### config.mk
export PLATFORM = sky130hd
export DESIGN_NAME = unison_readout_rx
export DESIGN_NICKNAME = d
export VERILOG_FILES = /design/src/rtl/unison_rx_pkg.sv /design/src/rtl/unison_rx_fifo.sv /design/src/rtl/unison_readout_rx.sv
export SDC_FILE = /design/constraint.sdc
export NUM_CORES = 1
export LEC_CHECK = 0
export ABC_CLOCK_PERIOD_IN_PS = 6690
export BUFFER_PORTS_ARGS = -buffer_cell sky130_fd_sc_hd__buf_2
export CAP_MARGIN = 25
export CORE_MARGIN = 1.5
export CORE_UTILIZATION = 40
export DETAILED_ROUTE_END_ITERATION = 12
export MAX_ROUTING_LAYER = met4
export SLEW_MARGIN = 10
export SYNTH_ARGS = -nofsm -noshare
export SYNTH_HDL_FRONTEND = slang
export SYNTH_SLANG_ARGS = --single-unit
### constraint.sdc
create_clock -name wb_clk_i -period 6.69 [get_ports wb_clk_i]
set_input_delay 0.3345 -clock wb_clk_i [delete_from_list [all_inputs] [get_ports wb_clk_i]]
set_output_delay 0.3345 -clock wb_clk_i [all_outputs]
set_load 0.02 [all_outputs]
### src/rtl/unison_rx_pkg.sv
// Shared constants for the digital_unison readout receiver: register offsets,
// CTRL/STATUS bit positions and the packing geometry.
package unison_rx_pkg;

  // Byte offsets inside the 256-byte Wishbone window
  localparam logic [7:0] OFF_CTRL   = 8'h00;
  localparam logic [7:0] OFF_STATUS = 8'h04;
  localparam logic [7:0] OFF_DATA   = 8'h08;

  // CTRL bit positions
  localparam int CTRL_EN      = 0;
  localparam int CTRL_UD_EN   = 1;
  localparam int CTRL_RSTB    = 2;
  localparam int CTRL_CLEAR   = 3;
  localparam int CTRL_IRQ_EN  = 4;
  localparam int CTRL_DIV_LSB = 8;

  // STATUS bit positions
  localparam int ST_LEVEL_LSB = 0;
  localparam int ST_EMPTY     = 16;
  localparam int ST_FULL      = 17;
  localparam int ST_OVF       = 18;
  localparam int ST_UDF       = 19;

  // Eight 4-bit {I,Q} samples make one 32-bit FIFO word
  localparam int SAMPLES_PER_WORD = 8;
  localparam int PACK_W           = $clog2(SAMPLES_PER_WORD);

  // A divider field of zero behaves like one
  function automatic logic [7:0] eff_div(input logic [7:0] div);
    return (div == 8'd0) ? 8'd1 : div;
  endfunction

endpackage

### src/rtl/unison_rx_fifo.sv
// Synchronous first-word fall-through FIFO. A pop frees its slot before a
// push in the same cycle is judged, so a full FIFO accepts push+pop.
// clr flushes the contents and wins over any push or pop that cycle.
module unison_rx_fifo
  import unison_rx_pkg::*;
#(
  parameter int DEPTH = 16,
  parameter int WIDTH = 32
) (
  input  logic                     clk,
  input  logic                     rst,
  input  logic                     clr,
  input  logic                     push,
  input  logic                     pop,
  input  logic [WIDTH-1:0]         din,
  output logic [WIDTH-1:0]         dout,
  output logic [$clog2(DEPTH):0]   level,
  output logic                     full,
  output logic                     empty
);

  localparam int AW = $clog2(DEPTH);
  localparam logic [AW:0] DEPTH_L = (AW + 1)'(DEPTH);

  logic [WIDTH-1:0] mem_q [DEPTH];
  logic [AW-1:0]    wr_ptr_q, wr_ptr_d;
  logic [AW-1:0]    rd_ptr_q, rd_ptr_d;
  logic [AW:0]      level_q, level_d;
  logic             do_push, do_pop;

  assign empty   = (level_q == '0);
  assign full    = (level_q == DEPTH_L);
  assign level   = level_q;
  assign dout    = mem_q[rd_ptr_q];
  assign do_pop  = pop & ~empty;
  assign do_push = push & (~full | do_pop);

  // Pointer and occupancy update
  always_comb begin
    wr_ptr_d = wr_ptr_q;
    rd_ptr_d = rd_ptr_q;
    level_d  = level_q;
    if (clr) begin
      wr_ptr_d = '0;
      rd_ptr_d = '0;
      level_d  = '0;
    end else begin
      if (do_push) wr_ptr_d = wr_ptr_q + 1'b1;
      if (do_pop)  rd_ptr_d = rd_ptr_q + 1'b1;
      level_d = level_q + {{AW{1'b0}}, do_push} - {{AW{1'b0}}, do_pop};
    end
  end

  // Control state registers
  always_ff @(posedge clk) begin
    if (rst) begin
      wr_ptr_q <= '0;
      rd_ptr_q <= '0;
      level_q  <= '0;
    end else begin
      wr_ptr_q <= wr_ptr_d;
      rd_ptr_q <= rd_ptr_d;
      level_q  <= level_d;
    end
  end

  // Storage array; contents are don't-care until written
  always_ff @(posedge clk) begin
    if (do_push && !clr) mem_q[wr_ptr_q] <= din;
  end

endmodule

### src/rtl/unison_readout_rx.sv
// Receiver for the digital_unison serial readout: generates clk_master,
// packs {I,Q} nibbles sampled on its rising edges into 32-bit words, buffers
// them in a FIFO and exposes CTRL/STATUS/DATA on a Wishbone slave.
//
// Wishbone handshake: a request is cyc & stb & window match. It is accepted
// when no ack was issued the previous cycle; the ack follows one cycle later
// with read data valid in the same cycle. A held strobe is acked every other
// cycle. Accepting a DATA read pops the FIFO so the ack cycle sees the new
// state.
module unison_readout_rx
  import unison_rx_pkg::*;
#(
  parameter logic [31:0] ADDR_BASE = 32'h3000_0000,
  parameter int          DEPTH     = 16,
  parameter logic [7:0]  DIV_RST   = 8'd4
) (
  input  logic        wb_clk_i,
  input  logic        wb_rst_i,
  input  logic        wbs_stb_i,
  input  logic        wbs_cyc_i,
  input  logic        wbs_we_i,
  input  logic [3:0]  wbs_sel_i,
  input  logic [31:0] wbs_dat_i,
  input  logic [31:0] wbs_adr_i,
  output logic        wbs_ack_o,
  output logic [31:0] wbs_dat_o,
  input  logic [1:0]  read_out_I,
  input  logic [1:0]  read_out_Q,
  output logic        clk_master,
  output logic        rstb,
  output logic        ud_en,
  output logic        irq
);

  localparam int LW = $clog2(DEPTH) + 1;

  logic              ack_q, ack_d;
  logic [31:0]       dat_q, dat_d;
  logic              en_q, en_d;
  logic              ud_en_q, ud_en_d;
  logic              rstb_ctrl_q, rstb_ctrl_d;
  logic              irq_en_q, irq_en_d;
  logic [7:0]        div_q, div_d;
  logic              clear_q, clear_d;
  logic              ovf_q, ovf_d;
  logic              udf_q, udf_d;
  logic [7:0]        cnt_q, cnt_d;
  logic              clk_m_q, clk_m_d;
  logic [PACK_W-1:0] k_q, k_d;
  logic [31:0]       word_q, word_d;
  logic              rstb_q, ud_out_q, irq_q;

  logic              req, acc, wr, rd;
  logic [7:0]        off;
  logic [7:0]        div_max;
  logic [31:0]       ctrl_rd, status_rd;
  logic              fifo_push, fifo_pop, fifo_full, fifo_empty;
  logic [31:0]       fifo_dout;
  logic [LW-1:0]     fifo_level;
  logic              unused_ok;

  assign req     = wbs_cyc_i & wbs_stb_i & (wbs_adr_i[31:8] == ADDR_BASE[31:8]);
  assign acc     = req & ~ack_q;
  assign wr      = acc & wbs_we_i;
  assign rd      = acc & ~wbs_we_i;
  assign off     = wbs_adr_i[7:0];
  assign div_max = eff_div(div_q) - 8'd1;

  assign ctrl_rd   = {16'b0, div_q, 3'b0, irq_en_q, 1'b0, rstb_ctrl_q, ud_en_q, en_q};
  assign status_rd = {12'b0, udf_q, ovf_q, fifo_full, fifo_empty, 8'b0, 8'(fifo_level)};

  // Byte selects are not supported and only wbs_dat_i's control bits matter
  assign unused_ok = ^{wbs_sel_i, wbs_dat_i};

  assign wbs_ack_o  = ack_q;
  assign wbs_dat_o  = dat_q;
  assign clk_master = clk_m_q;
  assign rstb       = rstb_q;
  assign ud_en      = ud_out_q;
  assign irq        = irq_q;

  unison_rx_fifo #(.DEPTH(DEPTH), .WIDTH(32)) u_fifo (
    .clk   (wb_clk_i),
    .rst   (wb_rst_i),
    .clr   (clear_q),
    .push  (fifo_push),
    .pop   (fifo_pop),
    .din   (word_d),
    .dout  (fifo_dout),
    .level (fifo_level),
    .full  (fifo_full),
    .empty (fifo_empty)
  );

  // Register access, sticky flags and FIFO pop decision
  always_comb begin
    ack_d       = acc;
    dat_d       = '0;
    en_d        = en_q;
    ud_en_d     = ud_en_q;
    rstb_ctrl_d = rstb_ctrl_q;
    irq_en_d    = irq_en_q;
    div_d       = div_q;
    clear_d     = 1'b0;
    ovf_d       = ovf_q;
    udf_d       = udf_q;
    fifo_pop    = 1'b0;
    if (rd) begin
      case (off)
        OFF_CTRL:   dat_d = ctrl_rd;
        OFF_STATUS: dat_d = status_rd;
        OFF_DATA: begin
          if (fifo_empty) begin
            udf_d = 1'b1;
          end else begin
            dat_d    = fifo_dout;
            fifo_pop = 1'b1;
          end
        end
        default:    dat_d = '0;
      endcase
    end
    if (wr) begin
      if (off == OFF_CTRL) begin
        en_d        = wbs_dat_i[CTRL_EN];
        ud_en_d     = wbs_dat_i[CTRL_UD_EN];
        rstb_ctrl_d = wbs_dat_i[CTRL_RSTB];
        irq_en_d    = wbs_dat_i[CTRL_IRQ_EN];
        div_d       = wbs_dat_i[CTRL_DIV_LSB +: 8];
        clear_d     = wbs_dat_i[CTRL_CLEAR];
      end else if (off == OFF_STATUS) begin
        if (wbs_dat_i[ST_OVF]) ovf_d = 1'b0;
        if (wbs_dat_i[ST_UDF]) udf_d = 1'b0;
      end
    end
    if (fifo_push && fifo_full && !fifo_pop) ovf_d = 1'b1;
    if (clear_q) begin
      ovf_d = 1'b0;
      udf_d = 1'b0;
    end
  end

  // Clock divider, sampling on clk_master rising edges and word packing
  always_comb begin
    cnt_d     = cnt_q;
    clk_m_d   = clk_m_q;
    k_d       = k_q;
    word_d    = word_q;
    fifo_push = 1'b0;
    if (!en_q) begin
      cnt_d   = '0;
      clk_m_d = 1'b0;
      k_d     = '0;
    end else if (clear_q) begin
      cnt_d = '0;
      k_d   = '0;
    end else if (cnt_q >= div_max) begin
      cnt_d   = '0;
      clk_m_d = ~clk_m_q;
      if (!clk_m_q) begin
        word_d[{k_q, 2'b00} +: 4] = {read_out_I, read_out_Q};
        k_d = k_q + 1'b1;
        if (k_q == PACK_W'(SAMPLES_PER_WORD - 1)) fifo_push = 1'b1;
      end
    end else begin
      cnt_d = cnt_q + 8'd1;
    end
  end

  // State registers with synchronous reset
  always_ff @(posedge wb_clk_i) begin
    if (wb_rst_i) begin
      ack_q       <= 1'b0;
      dat_q       <= '0;
      en_q        <= 1'b0;
      ud_en_q     <= 1'b0;
      rstb_ctrl_q <= 1'b0;
      irq_en_q    <= 1'b0;
      div_q       <= DIV_RST;
      clear_q     <= 1'b0;
      ovf_q       <= 1'b0;
      udf_q       <= 1'b0;
      cnt_q       <= '0;
      clk_m_q     <= 1'b0;
      k_q         <= '0;
      word_q      <= '0;
      rstb_q      <= 1'b0;
      ud_out_q    <= 1'b0;
      irq_q       <= 1'b0;
    end else begin
      ack_q       <= ack_d;
      dat_q       <= dat_d;
      en_q        <= en_d;
      ud_en_q     <= ud_en_d;
      rstb_ctrl_q <= rstb_ctrl_d;
      irq_en_q    <= irq_en_d;
      div_q       <= div_d;
      clear_q     <= clear_d;
      ovf_q       <= ovf_d;
      udf_q       <= udf_d;
      cnt_q       <= cnt_d;
      clk_m_q     <= clk_m_d;
      k_q         <= k_d;
      word_q      <= word_d;
      rstb_q      <= rstb_ctrl_q;
      ud_out_q    <= ud_en_q;
      irq_q       <= irq_en_q & ~fifo_empty;
    end
  end

endmodule

# Word level (Yosys, flattened, before mapping)
# Memories as Yosys holds them, arrays and structs flattened. A register that Yosys moved wholly into a read port is not among the register bits.
# Cells that the tools add are included.
# totals
output_inout_bits,37
word_cells,110
register_bits,108
mem_count,1
in_bits,77
mem_bits_ro,0
latch_bits,0
ramBits,512
# memory_table
name,depth,word_bits,rd,rd_clocked_by_memory_dff,write_ports,line_no,text
u_fifo.mem_q,16,32,1,1,1,unison_rx_fifo.sv:25,logic [WIDTH-1:0] mem_q [DEPTH];
# classes
multipliers,0
magnitude_cmp,1
muxes,32
n_bitwise,19
div_mod_pow,0
reduce_logical,21
add_sub_neg,8
n_eq_ne,6
shift,2
# ops
operator,n
$mux 32,5
$pmux 32 s3,1
$bwmux 32,1
$shift 4x7->32 const A,1
$shiftx 4x7->32,1
$eq 24x22->1 const B,1
$mux 1,22
$logic_not 8->1,2
$not 1->1,10
$add 4x1->4 const B,2
$add 8x1->8 const B,1
$and 1x1->1,8
$eq 8x3->1 const B,1
$eq 8x4->1 const B,1
$ge 8x8->1,1
$mux 4,2
$mux 8,1
$sub 8x1->8 const B,1
$neg 5->7,1
$reduce_and 2->1,3
$reduce_bool 2->1,3
$reduce_or 2->1,3
$reduce_or 3->1,2
$add 5x1->5,1
11 further kinds,14

# Logic depth before layout (Yosys ltp)
# logic_depth
depth_word,11
depth_mapped,20
depth_no_buf,18

# Cells and area by module
# From an unflattened synthesis, not the netlist that was laid out.
# hier_totals
hier_cells,1385
hier_area_um2,24526.0
# modules_own_cells
mod,n_inst,area_each_um2,seq_area_each_um2,cells_per_inst
unison_rx_fifo,1,20015.4,15715.1,898
unison_readout_rx,1,4510.6,1901.8,487

# Worst setup path before layout
# No wires, ideal clock.
# synth_path
kind,register to register
from,reg div_q[3]
to,mem u_fifo.mem_q[3][0] (enable)
t_arrival_ns,3.945
stages_incl_launch_ff,16
path_buffers,2
t_required_ns,6.298
path_slack_ns,2.353
synth_period_minus_slack_ns,4.337
setup_time_ns,0.392
cell_sequence,dfxtp_1 > or3_1 > nor4_1 > a21oi_1 > ha_1 > nor3b_1 > xnor2_1 > ha_1 > nand2_1 > o21a_1 > or2_0 > buf_2 > a211oi_2 > and2_1 > buf_2 > and3_1
# synth_via
elab_chain_len,11
# synth_rtl
item,line_no,text
from (decl),unison_readout_rx.sv:43,"logic [7:0] div_q, div_d;"
from (signal assigned),unison_readout_rx.sv:197,div_q <= div_d;
$logic_not 8->1,unison_rx_pkg.sv:31,return (div == 8'd0) ? 8'd1 : div;
$mux 8 (*),unison_rx_pkg.sv:31,
$sub 8x1->8 (*),unison_readout_rx.sv:67,assign div_max = eff_div(div_q) - 8'd1;
$ge 8x8->1 (*),unison_readout_rx.sv:157,end else if (cnt_q >= div_max) begin
$mux 1 (*),unison_readout_rx.sv:157,
$mux 1 (*),unison_readout_rx.sv:154,end else if (clear_q) begin
$mux 1 (*),unison_readout_rx.sv:150,if (!en_q) begin
$and 1x1->1 (*),unison_rx_fifo.sv:36,assign do_push = push & (~full | do_pop);
$logic_and 1x1->1 (*),unison_rx_fifo.sv:69,if (do_push && !clr) mem_q[wr_ptr_q] <= din;
$mux 1 (*),unison_rx_fifo.sv:69,
$mux 1 (not written as such) (*),unison_rx_fifo.sv:69,
to (decl),unison_rx_fifo.sv:25,
# Mark *: on every way between the ends. The rest lies on a longest branch, timed or not.

# Final worst setup path
# layout_path
from,reg div_q[3]
to,mem u_fifo.mem_q[3][31] (enable)
# The elaborated chain is that of the path after synthesis.

==> results.json <==
{
  "status": "finished clean",
  "cts_sinks": 624,
  "synth-simple-area-share_pct": 5.27,
  "tns_ns": 0,
  "crit_start": "div_q[3]$_SDFFE_PP0P_",
  "vias_per_cell": 5.49,
  "worstPathArrival_ns": 5.63,
  "drv_slew": 0,
  "synthMuxAreaShare_pct": 15.8,
  "stdcell_count": 2267,
  "p_leak_nw": 9.45,
  "power_density_nw_per_um2": 277,
  "worst_pin_slew_ns": 0.988,
  "rows": 90,
  "finalClockSkew_ns": 0.0133,
  "routedWlPerCell_um": 24.0,
  "synth_ff_type": "edfxtp_1",
  "overflow": 0,
  "syn-num-nets": 1393,
  "synth_top_area_share_pct": 63.2,
  "gp_congestion": 0.824,
  "synth_top_family_by_area": "multiplexers",
  "multi_input_area_um2": 6330,
  "die-area_um2": 62300,
  "crit_path_start_kind": "flip-flop",
  "fin_crit_sh_pct": 79.7,
  "ys_ff_latch": 624,
  "clkTransAtPathRegs_ns": 0.06,
  "grt_start_max_net_pins": 74,
  "synth_adder_area_share_pct": 1.52,
  "synthXorXnorAreaFrac_pct": 0.684,
  "final_common_cell": "edfxtp_1",
  "regArea_um2": 17600,
  "drv_cap": 0,
  "hold_slack_ns": 0.0987,
  "endpoint_kind": "flip-flop",
  "fp.dieW_um": 250,
  "coreArea_um2": 60200,
  "antenna_cells": 0,
  "hold_viol_final": 0,
  "syn_to_final_growth_pct": 15.3,
  "synth_area_um2": 24300,
  "root_buffer": "clkbuf_16",
  "io_pins": 114,
  "htree_levels": 3,
  "grt_usage_pct": 18.3,
  "ir_drop_mv": 0.228,
  "clockBufferDepth": 3,
  "initial_core_util_pct": 40.4,
  "min_from": "wbs_adr_i[19]",
  "final_cell_mix": "512 x edfxtp_1, 160 x mux4_2, 108 x dfxtp_1",
  "syn_inst": 1287,
  "route.vias.total": 12500,
  "drtIter0Drc": 1123,
  "cts_tree": "yes",
  "hold_class": "input port to flip-flop",
  "yosys_warnings": 0,
  "grt_pass1_wl_mm": 81.9,
  "rsz0062_at_grt": "false",
  "postCtsSetupRepairBufs": 0,
  "final_util_pct": 46.6,
  "fmax_mhz": 188,
  "synth_top_cell_by_area": "edfxtp_1",
  "port-buffer-count": 92,
  "final_antenna_net_count": 0,
  "worstPathRequired_ns": 6.99,
  "detail_route.first_pass.iterations": 5,
  "finalPower_w": 0.00778,
  "post_synth.cell_area_avg_um2": 18.9,
  "layout-drive-gt1-share_pct": 28.1,
  "antenna_found_initial": 2,
  "num-fill-cells": 4975,
  "drc": 0,
  "async_reset_ff_share_pct": 0,
  "hpwlAfterDp_mm": 31.3,
  "cp_max_fo": 25,
  "slew-limit-headroom_pct": 34.1,
  "setup_viol": 0,
  "seq_area_frac_synth_pct": 72.4,
  "wl_mm": 54.4,
  "ys_types": 54,
  "nets": 1540,
  "die_h_um": 250,
  "synth_edf_count": 512,
  "r2r_start": "div_q[3]$_SDFFE_PP0P_",
  "clk_latency_ns": 0.60,
  "cts-buffers-inserted": 67,
  "first_global_vias": 13000,
  "synth_compound_area_share_pct": 2.66,
  "fin_crit_ns": 5.33,
  "path_class": "flip-flop to flip-flop",
  "synth_area_leaders": "edfxtp_1 63%, mux4_2 15%, dfxtp_1 9.2%, ha_1 1.4%, nor2_1 0.89%",
  "placed_cells": 2132
}
-- layout make-up --
| type | instances | share of cell area, % |
|---|---|---|
| repair buffers | 139 | 3.15 |
| clock inverters | 26 | 0.980 |
| well taps | 782 | 3.49 |
| inverters | 33 | 0.441 |
| clock buffers | 94 | 6.59 |
| multi-input cells | 569 | 22.6 |
| flip-flops and latches | 624 | 62.8 |
-- registers in the layout (all words and copies together), names as in the netlist, 3 cells and up, named ones only --
register / count
cnt_q: 8
div_q: 8
k_q: 3
u_fifo.level: 5
u_fifo.mem_q: 512
u_fifo.rd_ptr_q: 4
u_fifo.wr_ptr_q: 4
wbs_dat_o: 32
word_q: 32
-- repair_timing --
action | in CTS | in global routing
gates resized for setup | 0 | 0
endpoints found under the hold margin | 14 | 0
hold buffers | 14 | 0
-- report_power, final --
| group | leakage, nW | total [W] | internal (W) | switching (W) |
|---|---|---|---|---|
| sequential | 5.80 | 0.00414 | 0.00414 | 0.0000000000000885 |
| clock | 1.03 | 0.00360 | 0.00213 | 0.00147 |
| combinational | 2.62 | 0.0000380 | 0.0000197 | 0.0000184 |
| total | 9.45 | 0.00778 | 0.00629 | 0.00149 |
-- per-stage QoR --
step	instance area, µm²	worst slack, ns
floorplan	24300	2.35
global placement	25800	1.42
detailed placement	25800	1.40
CTS	28100	1.36
global route	28100	1.03
finish	28100	1.36
-- cell families (layout without fill, tap and decap cells) --
family,after synthesis,after routing
DFF,624,624
AOI/OAI and AO/OA,101,101
adders and majority gates,29,29
xor gates and xnor gates,19,19
and+or+nand+nor,237,237
buffers and inverters,94,292
muxes,183,183
-- Yosys cell counts, types with 3 or more instances --
cell type    n
edfxtp_1   512
mux4_2     160
dfxtp_1    112
nor2_1      58
a21oi_1     39
nand2_1     39
clkbuf_1    36
and3_1      34
inv_1       33
nand3_1     33
ha_1        28
o21ai_0     26
mux2i_1     19
buf_2       17
nor2b_1     12
a32o_1      10
nand4_1     10
xor2_1      10
nor3_1       9
xnor2_1      9
nand2b_1     7
o22ai_1      7
nor3b_1      6
buf_6        5
nor4_1       5
mux2_2       4
and2_1       3
nor4_4       3
or2_2        3
or3_1        3
-- final timing paths --
path,endpoint,slack (ns),depth (start not counted)
min reg2reg,rstb$_SDFF_PP0_,0.49,1
min,wbs_ack_o$_SDFF_PP0_,0.1,4
max reg2reg,u_fifo.mem_q[3][31]$_DFFE_PP_,1.36,14
max,u_fifo.mem_q[3][31]$_DFFE_PP_,1.36,14
-- per-layer routing --
metal | vias up | GRT usage (%) | wire (µm)
met1 | 6555 | 23.8 | 23700
li1 | 5488 | - | -
met5 | - | - | 0
met4 | 0 | 4.69 | 1060
met3 | 85 | 3.66 | 2810
met2 | 323 | 29.4 | 26800
-- worst max-delay path, cell delays in order, from the launching register on --
cell	delay, ns
dfxtp_1	0.36
or3_1	0.41
nor4_1	0.27
a21oi_1	0.18
ha_1	0.26
nor3b_1	0.16
xnor2_1	0.14
ha_1	0.30
nand2_1	0.06
o21a_1	0.22
or2_0	0.46
a211oi_2	0.45
and2_1	0.52
and3_2	0.96
buf_4	0.30
Power figures use the tool's default switching activity.
